<file path="src/rtl/demux_1x2_32bit_buf_pkg.sv">
// Shared constants and types for the buffered 1-to-2 word demultiplexer.
package demux_pkg;

    localparam int unsigned DATA_W        = 32;
    localparam int unsigned DEPTH_DEFAULT = 4;

    typedef logic [DATA_W-1:0] word_t;

    // Output channel chosen by the input select bit.
    typedef enum logic {
        SEL_OUT0 = 1'b0,
        SEL_OUT1 = 1'b1
    } sel_e;

endpackage

</file>
<file path="src/rtl/demux_1x2_32bit_buf_if.sv">
// Handshake bundle between the single producer, the demux and its two consumers.
interface demux_1x2_32bit_buf_if
    import demux_pkg::*;
#(
    parameter int unsigned DEPTH = DEPTH_DEFAULT
) ();

    localparam int unsigned CW = $clog2(DEPTH + 1);

    logic          in_valid;
    logic          in_ready;
    word_t         in_data;
    logic          in_select;

    logic          out0_valid;
    logic          out0_ready;
    word_t         out0_data;
    logic [CW-1:0] out0_count;

    logic          out1_valid;
    logic          out1_ready;
    word_t         out1_data;
    logic [CW-1:0] out1_count;

    // Environment side: producer plus both consumers.
    modport master (
        output in_valid, in_data, in_select, out0_ready, out1_ready,
        input  in_ready, out0_valid, out0_data, out0_count,
               out1_valid, out1_data, out1_count
    );

    // Demux side.
    modport slave (
        input  in_valid, in_data, in_select, out0_ready, out1_ready,
        output in_ready, out0_valid, out0_data, out0_count,
               out1_valid, out1_data, out1_count
    );

endinterface

</file>
<file path="src/rtl/demux_1x2_32bit_buf_fifo.sv">
// Single output buffer: DEPTH-entry circular FIFO with registered count,
// full and empty flags and a valid/ready head interface.
module demux_fifo_32bit
    import demux_pkg::*;
#(
    parameter  int unsigned DEPTH = DEPTH_DEFAULT,
    localparam int unsigned CW    = $clog2(DEPTH + 1)
) (
    input  logic          clk,
    input  logic          rst_n,
    input  logic          push,
    input  word_t         push_data,
    input  logic          pop_ready,
    output logic          out_valid,
    output word_t         out_data,
    output logic [CW-1:0] count,
    output logic          full
);

    localparam int unsigned AW = $clog2(DEPTH);

    word_t         mem [DEPTH];
    logic [AW-1:0] wr_ptr;
    logic [AW-1:0] rd_ptr;
    logic [CW-1:0] cnt_q;
    logic [CW-1:0] cnt_d;
    logic          full_q;
    logic          empty_q;
    logic          do_push;
    logic          do_pop;

    // A full FIFO refuses pushes even when popping; reads while empty are ignored.
    assign do_push = push & ~full_q;
    assign do_pop  = pop_ready & ~empty_q;

    // Next occupancy: push and pop together leave the count unchanged.
    always_comb begin
        cnt_d = cnt_q;
        if (do_push && !do_pop) begin
            cnt_d = cnt_q + CW'(1);
        end else if (do_pop && !do_push) begin
            cnt_d = cnt_q - CW'(1);
        end
    end

    // Storage write; contents are deliberately left unreset.
    always_ff @(posedge clk) begin
        if (do_push) begin
            mem[wr_ptr] <= push_data;
        end
    end

    // Pointers, count and flags; flags are derived from the next count so they stay registered.
    always_ff @(posedge clk or negedge rst_n) begin
        if (!rst_n) begin
            wr_ptr  <= '0;
            rd_ptr  <= '0;
            cnt_q   <= '0;
            full_q  <= 1'b0;
            empty_q <= 1'b1;
        end else begin
            if (do_push) begin
                wr_ptr <= wr_ptr + AW'(1);
            end
            if (do_pop) begin
                rd_ptr <= rd_ptr + AW'(1);
            end
            cnt_q   <= cnt_d;
            full_q  <= (cnt_d == CW'(DEPTH));
            empty_q <= (cnt_d == '0);
        end
    end

    assign out_valid = ~empty_q;
    assign out_data  = mem[rd_ptr];
    assign count     = cnt_q;
    assign full      = full_q;

endmodule

</file>
<file path="src/rtl/demux_1x2_32bit_buf.sv">
// Buffered 1-to-2 demultiplexer: steers each accepted word into one of two
// independent FIFOs selected by in_select.
module demux_1x2_32bit_buf
    import demux_pkg::*;
#(
    parameter int unsigned DEPTH = DEPTH_DEFAULT
) (
    input logic                  clk,
    input logic                  rst_n,
    demux_1x2_32bit_buf_if.slave bus
);

    sel_e sel;
    logic full0;
    logic full1;
    logic accept;
    logic push0;
    logic push1;

    assign sel = sel_e'(bus.in_select);

    // Ready depends only on the selected FIFO's registered full flag.
    assign bus.in_ready = (sel == SEL_OUT1) ? ~full1 : ~full0;
    assign accept       = bus.in_valid & bus.in_ready;
    assign push0        = accept & (sel == SEL_OUT0);
    assign push1        = accept & (sel == SEL_OUT1);

    demux_fifo_32bit #(.DEPTH(DEPTH)) u_fifo0 (
        .clk       (clk),
        .rst_n     (rst_n),
        .push      (push0),
        .push_data (bus.in_data),
        .pop_ready (bus.out0_ready),
        .out_valid (bus.out0_valid),
        .out_data  (bus.out0_data),
        .count     (bus.out0_count),
        .full      (full0)
    );

    demux_fifo_32bit #(.DEPTH(DEPTH)) u_fifo1 (
        .clk       (clk),
        .rst_n     (rst_n),
        .push      (push1),
        .push_data (bus.in_data),
        .pop_ready (bus.out1_ready),
        .out_valid (bus.out1_valid),
        .out_data  (bus.out1_data),
        .count     (bus.out1_count),
        .full      (full1)
    );

endmodule

</file>
<file path="src/flat_wrapper.sv">
// flat-port wrapper written by rule: the top's interface ports become plain ports
module demux_1x2_32bit_buf_flat import demux_pkg::*;
#(
    parameter int unsigned DEPTH = DEPTH_DEFAULT
)
  (clk, rst_n, bus_in_valid, bus_in_data, bus_in_select, bus_out0_ready, bus_out1_ready, bus_in_ready, bus_out0_valid, bus_out0_data, bus_out0_count, bus_out1_valid, bus_out1_data, bus_out1_count);
  demux_1x2_32bit_buf_if #(.DEPTH(DEPTH)) bus_i ();
  input logic clk;
  input logic rst_n;
  input wire logic [$bits(bus_i.in_valid)-1:0] bus_in_valid;
  input wire logic [$bits(bus_i.in_data)-1:0] bus_in_data;
  input wire logic [$bits(bus_i.in_select)-1:0] bus_in_select;
  input wire logic [$bits(bus_i.out0_ready)-1:0] bus_out0_ready;
  input wire logic [$bits(bus_i.out1_ready)-1:0] bus_out1_ready;
  output wire logic [$bits(bus_i.in_ready)-1:0] bus_in_ready;
  output wire logic [$bits(bus_i.out0_valid)-1:0] bus_out0_valid;
  output wire logic [$bits(bus_i.out0_data)-1:0] bus_out0_data;
  output wire logic [$bits(bus_i.out0_count)-1:0] bus_out0_count;
  output wire logic [$bits(bus_i.out1_valid)-1:0] bus_out1_valid;
  output wire logic [$bits(bus_i.out1_data)-1:0] bus_out1_data;
  output wire logic [$bits(bus_i.out1_count)-1:0] bus_out1_count;
  assign bus_i.in_valid = bus_in_valid;
  assign bus_i.in_data = bus_in_data;
  assign bus_i.in_select = bus_in_select;
  assign bus_i.out0_ready = bus_out0_ready;
  assign bus_i.out1_ready = bus_out1_ready;
  assign bus_in_ready = bus_i.in_ready;
  assign bus_out0_valid = bus_i.out0_valid;
  assign bus_out0_data = bus_i.out0_data;
  assign bus_out0_count = bus_i.out0_count;
  assign bus_out1_valid = bus_i.out1_valid;
  assign bus_out1_data = bus_i.out1_data;
  assign bus_out1_count = bus_i.out1_count;
  demux_1x2_32bit_buf #(.DEPTH(DEPTH)) u_core (.clk(clk), .rst_n(rst_n), .bus(bus_i));
endmodule
</file>
<file path="config.mk">
export PLATFORM = sky130hd
export DESIGN_NAME = demux_1x2_32bit_buf_flat
export DESIGN_NICKNAME = d
export VERILOG_FILES = /design/src/rtl/demux_1x2_32bit_buf_pkg.sv /design/src/rtl/demux_1x2_32bit_buf_if.sv /design/src/rtl/demux_1x2_32bit_buf_fifo.sv /design/src/rtl/demux_1x2_32bit_buf.sv /design/src/flat_wrapper.sv
export SDC_FILE = /design/constraint.sdc
export NUM_CORES = 1
export LEC_CHECK = 0
export CAP_MARGIN = 20
export CORE_MARGIN = 2
export CORE_UTILIZATION = 40
export CTS_CLUSTER_DIAMETER = 30
export DETAILED_ROUTE_END_ITERATION = 7
export PLACE_DENSITY = 0.58
export SYNTH_ARGS = -nofsm -noshare
export SYNTH_HDL_FRONTEND = slang
export SYNTH_SLANG_ARGS = --single-unit
export TNS_END_PERCENT = 5
</file>
<file path="constraint.sdc">
create_clock -name clk -period 2.82 [get_ports clk]
set_clock_uncertainty 0.2 [all_clocks]
set_input_delay 0.282 -clock clk [delete_from_list [all_inputs] [get_ports clk]]
set_output_delay 0.282 -clock clk [all_outputs]
set_load 0.01 [all_outputs]
</file>
Word level (Yosys, flattened, before mapping):

Memory sizes are Yosys's and may differ from the RTL's.
Index checks and enable logic that the tools add are counted.

* register bits: 18
* memory bits (writable): 256
* bits of input ports: 38
* logic and storage cells: 53
* memories: 2

Memory list
* u_core.u_fifo0.mem: depth 4, bits a word 32, rd ports 1, clocked after Yosys merged registers in 0, write ports 1, line demux_1x2_32bit_buf_fifo.sv:22 `word_t mem [DEPTH];`
* u_core.u_fifo1.mem: depth 4, bits a word 32, rd ports 1, clocked after Yosys merged registers in 0, write ports 1, line demux_1x2_32bit_buf_fifo.sv:22

* add/subtract/negate cells: 8
* equality and inequality tests: 2
* muxes and demuxes: 9
* bitwise logic cells: 12
* reductions and logical operators: 10

Operator list (count)
* $mux W3: 4
* $add A2 B1 Y2 const B: 4
* $and A1 B1 Y1: 7
* $add A3 B1 Y3 const B: 2
* $eq A3 B3 Y1 const B: 2
* $logic_not A3 Y1: 2
* $sub A3 B1 Y3 const B: 2
* $mux W1: 5
* $not A1 Y1: 5
* $logic_and A1 B1 Y1: 4
* $logic_not A1 Y1: 4

Depth between registers and ports, before layout:

* depth in word-level cells: 10
* depth in mapped cells: 6

Cells and area by module:

Synthesis repeated with hierarchy kept, for this count alone.

* cells, all modules: 445
* area total of the unflattened synthesis: 10346.2 um2

By module, submodules not included
* demux_fifo_32bit at u_core.u_fifo1: instances 1, cells each 221, area each 5168.7 um2
* demux_fifo_32bit at u_core.u_fifo0: instances 1, cells each 221, area each 5151.2 um2
* demux_1x2_32bit_buf: instances 1, cells each 3, area each 26.3 um2

Least setup slack after synthesis:

OpenSTA, ideal clock, no wires.

* path kind: reg2reg
* start: register u_core.u_fifo1.full_q (netlist: u_core.u_fifo1.full)
* end: memory u_core.u_fifo1.mem[0][0] (netlist bit), enable pin
* library setup time: 392 ps
* arrival: 1514 ps
* data required time: 2228 ps
* slack: 714 ps
* cell stages (with the launch flop): 4
* cell sequence: dfrtp_1 > and3b_2 > buf_6 > and2_1

* cells in the longest elaborated chain, start to end: 7

Ends and longest elaborated chain
* from (decl): line demux_1x2_32bit_buf_fifo.sv:27 `logic full_q;`
* from (signal assigned): line demux_1x2_32bit_buf_fifo.sv:69 `full_q <= (cnt_d == CW'(DEPTH));`
* $not A1 Y1 (*): line demux_1x2_32bit_buf_fifo.sv:33, demux_1x2_32bit_buf.sv:23
* $mux W1: line demux_1x2_32bit_buf.sv:23 `assign bus.in_ready = (sel == SEL_OUT1) ? ~full1 : ~full0;`
* $and A1 B1 Y1: line demux_1x2_32bit_buf.sv:24 `assign accept = bus.in_valid & bus.in_ready;`
* $and A1 B1 Y1: line demux_1x2_32bit_buf.sv:26 `assign push1 = accept & (sel == SEL_OUT1);`
* $and A1 B1 Y1 (*): line demux_1x2_32bit_buf_fifo.sv:33 `assign do_push = push & ~full_q;`
* $mux W1 (*): line demux_1x2_32bit_buf_fifo.sv:48 `if (do_push) begin`
* $mux W1 (implied by the code) (*): line demux_1x2_32bit_buf_fifo.sv:49 `mem[wr_ptr] <= push_data;`
* to (decl): line demux_1x2_32bit_buf_fifo.sv:22

Every way passes the cells marked *; elsewhere a longest branch is shown, timed or not.

Worst setup path in the final report:

* start: register u_core.u_fifo0.rd_ptr[0]
* end: output port bus_out0_data[20]

* cells in the longest elaborated chain, start to end: 1

Ends and longest elaborated chain
* from (decl): line demux_1x2_32bit_buf_fifo.sv:24 `logic [AW-1:0] rd_ptr;`
* from (signal assigned): line demux_1x2_32bit_buf_fifo.sv:66 `rd_ptr <= rd_ptr + AW'(1);`
* $mem_v2 Z4 W32
* to (decl): line flat_wrapper.sv:17 `output wire logic [$bits(bus_i.out0_data)-1:0] bus_out0_data;`

Every way passes these cells.

==> Flow_metrics.wiki <==
{| class="wikitable"
! Metric !! Value
|-
| Wire length of the first global-routing pass || about 32 mm
|-
| Via Count || just over 5000
|-
| YS warnings || 0
|-
| DRC Markers || 0
|-
| Post-synthesis cell type count || 33
|-
| FMAX || 0.366 GHz
|-
| Number of antenna violations at the first check in global routing || 0
|-
| Number of cell rows || 58
|-
| NumNets Final || about 660
|-
| Die width || 165 um
|-
| Hold-fix buffers at CTS || 0
|-
| Worst IR Drop VDD || a little under 0.6 mV
|-
| Arrival time of data at the critical path endpoint || roughly 2300 ps
|-
| Setup repair after global routing missed its margin || false
|-
| Minimum period implied by the final worst setup slack || between 2000 and 3000 ps
|-
| Reg area || between 8000 and 9000 um2
|-
| Final core area utilization || 54.2%
|-
| CTS Root Buffer Type || sky130_fd_sc_hd__clkbuf_16
|-
| Signed area change from the synthesized netlist to the final layout || 32.9%
|-
| Required arrival time at the worst endpoint || ~2300 ps
|-
| Worst slew pin tran || approximately 980 ps
|-
| Max Cap Violations || 0
|-
| Drt via density || between 5 and 6
|-
| Status || finished, final reports clean
|-
| Instance area after placement || between 10000 and 15000 um2
|-
| Ratio of total power to cell area || about 1100 nW/um2
|-
| Critical path endpoint category || output port
|-
| Standby leakage power || about 0.0046 uW
|-
| Clock-pin slew on the worst setup and hold paths || ~50 ps
|-
| Sinks on Clock Net || approximately 270
|-
| Level count of the clock H-tree || 2
|-
| Global-route total usage across every layer || approximately 16%
|-
| Number of storage elements in the synthesis netlist || roughly 270
|-
| Setup CP Type || register to output port
|-
| Starting density of the core || roughly two fifths
|-
| Violation count after the first detailed-route iteration || between 300 and 400
|-
| Final Cycle Share || roughly 97%
|-
| Final design instance area without fill || 13700 um2
|-
| Clk Latency, worst-skew pair || around 530 ps
|-
| Fillers || 1946
|-
| Startpoint type of the worst setup path || register
|-
| Headroom to the max-slew limit || 34.6%
|-
| Number of primary I/O pins || between 100 and 150
|-
| First-pass iteration count of the detailed router || 4
|-
| Commonest non-fill, non-tap cell in the layout || sky130_fd_sc_hd__edfxtp_1
|-
| Leading cell types in the layout, fill and taps excluded || 256 x sky130_fd_sc_hd__edfxtp_1, 103 x sky130_fd_sc_hd__clkdlybuf4s50_1, 64 x sky130_fd_sc_hd__mux4_2, 51 x sky130_fd_sc_hd__clkbuf_16, 15 x sky130_fd_sc_hd__buf_4
|-
| TritonCTS clock tree || yes
|-
| Net count of the mapped netlist || 494
|-
| Core Region || 25300 um2
|-
| Die height || ~160 um
|-
| Synthesized area divided by synthesized cell count || approximately 23 um2
|-
| Weighted congestion at the end of routability-driven global placement || 0.707
|-
| Largest net degree at the start of global routing || 35
|-
| Max Buffers Root-to-Sink || 3
|-
| Worst-path fanout max || 17
|-
| # setup viols final || 0
|-
| Sequential area share after synthesis || roughly four fifths
|-
| Final count of pins violating max slew || 0
|-
| Drt wl/cell || approximately 22 um
|-
| Fraction of layout cells with a size suffix above 1 || 27.8%
|-
| Count of input and output buffers || 110
|-
| Overflow left after global routing || 0
|-
| N_diodes || 0
|-
| Vias in the first global route || ~5400
|-
| Tightest Hold Check Type || primary input to asynchronous set/reset pin
|-
| Antenna-violating nets left || 0
|-
| Die area || ~27000 um2
|-
| Area of the multi-input gates || 2050 um2
|-
| Count of final hold-check violations || 0
|-
| DP HPWL || roughly 12 mm
|-
| Summed instance area of the synthesized netlist || 10300 um2
|-
| Number of buffers created by CTS || 50
|-
| Final TNS setup || 0 ps
|-
| Overall routed net length || around 21 mm
|-
| Synth Instances || 444
|}
==> synth_stat cells <==
cell                       number  share of area (%)
sky130_fd_sc_hd__a21boi_0       2               0.15
sky130_fd_sc_hd__a21o_1         1              0.073
sky130_fd_sc_hd__a21oi_1        1              0.049
sky130_fd_sc_hd__a221oi_2       2               0.29
sky130_fd_sc_hd__and2_1         4               0.24
sky130_fd_sc_hd__and2_2         4               0.29
sky130_fd_sc_hd__and3b_1        2               0.17
sky130_fd_sc_hd__and3b_2        1              0.097
sky130_fd_sc_hd__buf_2          8               0.39
sky130_fd_sc_hd__buf_6          1               0.11
sky130_fd_sc_hd__clkbuf_1       8               0.29
sky130_fd_sc_hd__dfrtp_1       16                3.9
sky130_fd_sc_hd__dfstp_2        2               0.51
sky130_fd_sc_hd__edfxtp_1     256                 75
sky130_fd_sc_hd__ha_1          12                1.5
sky130_fd_sc_hd__inv_1         10               0.36
sky130_fd_sc_hd__mux2i_1        1              0.097
sky130_fd_sc_hd__mux4_2        64                 14
sky130_fd_sc_hd__nand2_1        8               0.29
sky130_fd_sc_hd__nand2b_1       2               0.12
sky130_fd_sc_hd__nand3_1        4               0.19
sky130_fd_sc_hd__nand3b_1       1              0.073
sky130_fd_sc_hd__nor2_1         8               0.29
sky130_fd_sc_hd__nor2b_1        2               0.12
sky130_fd_sc_hd__nor3_1         4               0.19
sky130_fd_sc_hd__nor3b_4        1               0.18
sky130_fd_sc_hd__o211ai_1       2               0.15
sky130_fd_sc_hd__o21ai_0        3               0.15
sky130_fd_sc_hd__o21ba_1        1              0.097
sky130_fd_sc_hd__o21ba_2        1              0.097
sky130_fd_sc_hd__o31ai_1        1              0.073
sky130_fd_sc_hd__or3b_2         1              0.085
sky130_fd_sc_hd__xnor2_1       10               0.85
==> stage by stage <==
step / hold WS, ps / worst slack [ps] / total power [uW] / cells
global placement: 379 / 472 / 9540 / 887
floorplan: -214 / 714 / 7480 / 444
finish: 100 / 85.5 / 15300 / 982
CTS: 107 / 3.52 / 15400 / 981
detailed placement: 378 / 455 / 9610 / 887
global route: 146 / 6.02 / 16000 / 982
==> cell families after synthesis <==
logic type                 after synthesis  synth area share (%)
buffers and inverters                   27                  1.15
xor gates and xnor gates                10                 0.850
DFF                                    274                  79.0
adders and majority gates               12                  1.46
and+or+nand+nor                         42                  2.36
AOI/OAI and AO/OA                       14                  1.12
muxes                                   65                  14.1
==> final timing paths <==
check,start,depth (start not counted),end,slack (ps)
min reg2reg,u_core.u_fifo0.count[0],1,u_core.u_fifo0.count[0],390
min in group clk,bus_out0_ready,3,u_core.u_fifo0.rd_ptr[0],250
min,rst_n,1,u_core.u_fifo1.count[2],100
max reg2reg,u_core.u_fifo0.full,3,u_core.u_fifo0.mem[3][21],880
max in group asynchronous,rst_n,1,u_core.u_fifo0.rd_ptr[1],1610
max,u_core.u_fifo0.rd_ptr[0],3,bus_out0_data[20],90
==> routing by layer <==
layer | up-vias | wire [um] | global-route usage (%)
li1 | 2192 | - | -
met1 | 2626 | 9450 | 21.7
met2 | 177 | 10200 | 25.8
met3 | 32 | 1220 | 3.49
met4 | 0 | 318 | 4.90
met5 | - | 0 | 0
==> critical path: stages (launching register included) <==
cell	delay (ps)
sky130_fd_sc_hd__dfrtp_2	440
sky130_fd_sc_hd__buf_16	220
sky130_fd_sc_hd__mux4_2	560
sky130_fd_sc_hd__clkdlybuf4s50_1	500
==> state kept, by name, summed over array words and instances (netlist names) <==
signal                  flops
u_core.u_fifo1.mem        128
u_core.u_fifo1.wr_ptr       2
u_core.u_fifo0.wr_ptr       2
u_core.u_fifo0.full         1
u_core.u_fifo0.mem        128
u_core.u_fifo0.rd_ptr       2
u_core.u_fifo0.empty_q      1
u_core.u_fifo1.full         1
u_core.u_fifo1.rd_ptr       2
u_core.u_fifo0.count        3
u_core.u_fifo1.count        3
u_core.u_fifo1.empty_q      1
==> report_power, final <==
group | switching, uW | total, uW | internal, uW
logic | 1940 | 4270 | 2330
registers | 253 | 5240 | 4990
clock network | 1890 | 5770 | 3880
total | 4080 | 15300 | 11200
==> timing repair <==
action | CTS | global route
gates resized for setup | 6 | 3
setup endpoints to repair | 28 | 18
buffers inserted | 2 | 0
cloned | 0 | 1
pin swaps | 0 | 0
endpoints found under the hold margin | 0 | 0
==> layout make-up <==
class | instances | area share [%]
Clock buffer | 58 | 9.36
Clock inverter | 34 | 2.77
Inverter | 10 | 0.274
Multi-Input combinational cell | 143 | 15.0
Sequential cell | 274 | 59.5
Tap cell | 330 | 3.02
Timing Repair Buffer | 133 | 10.1
Note: power is estimated with default switching activity, not from simulation.
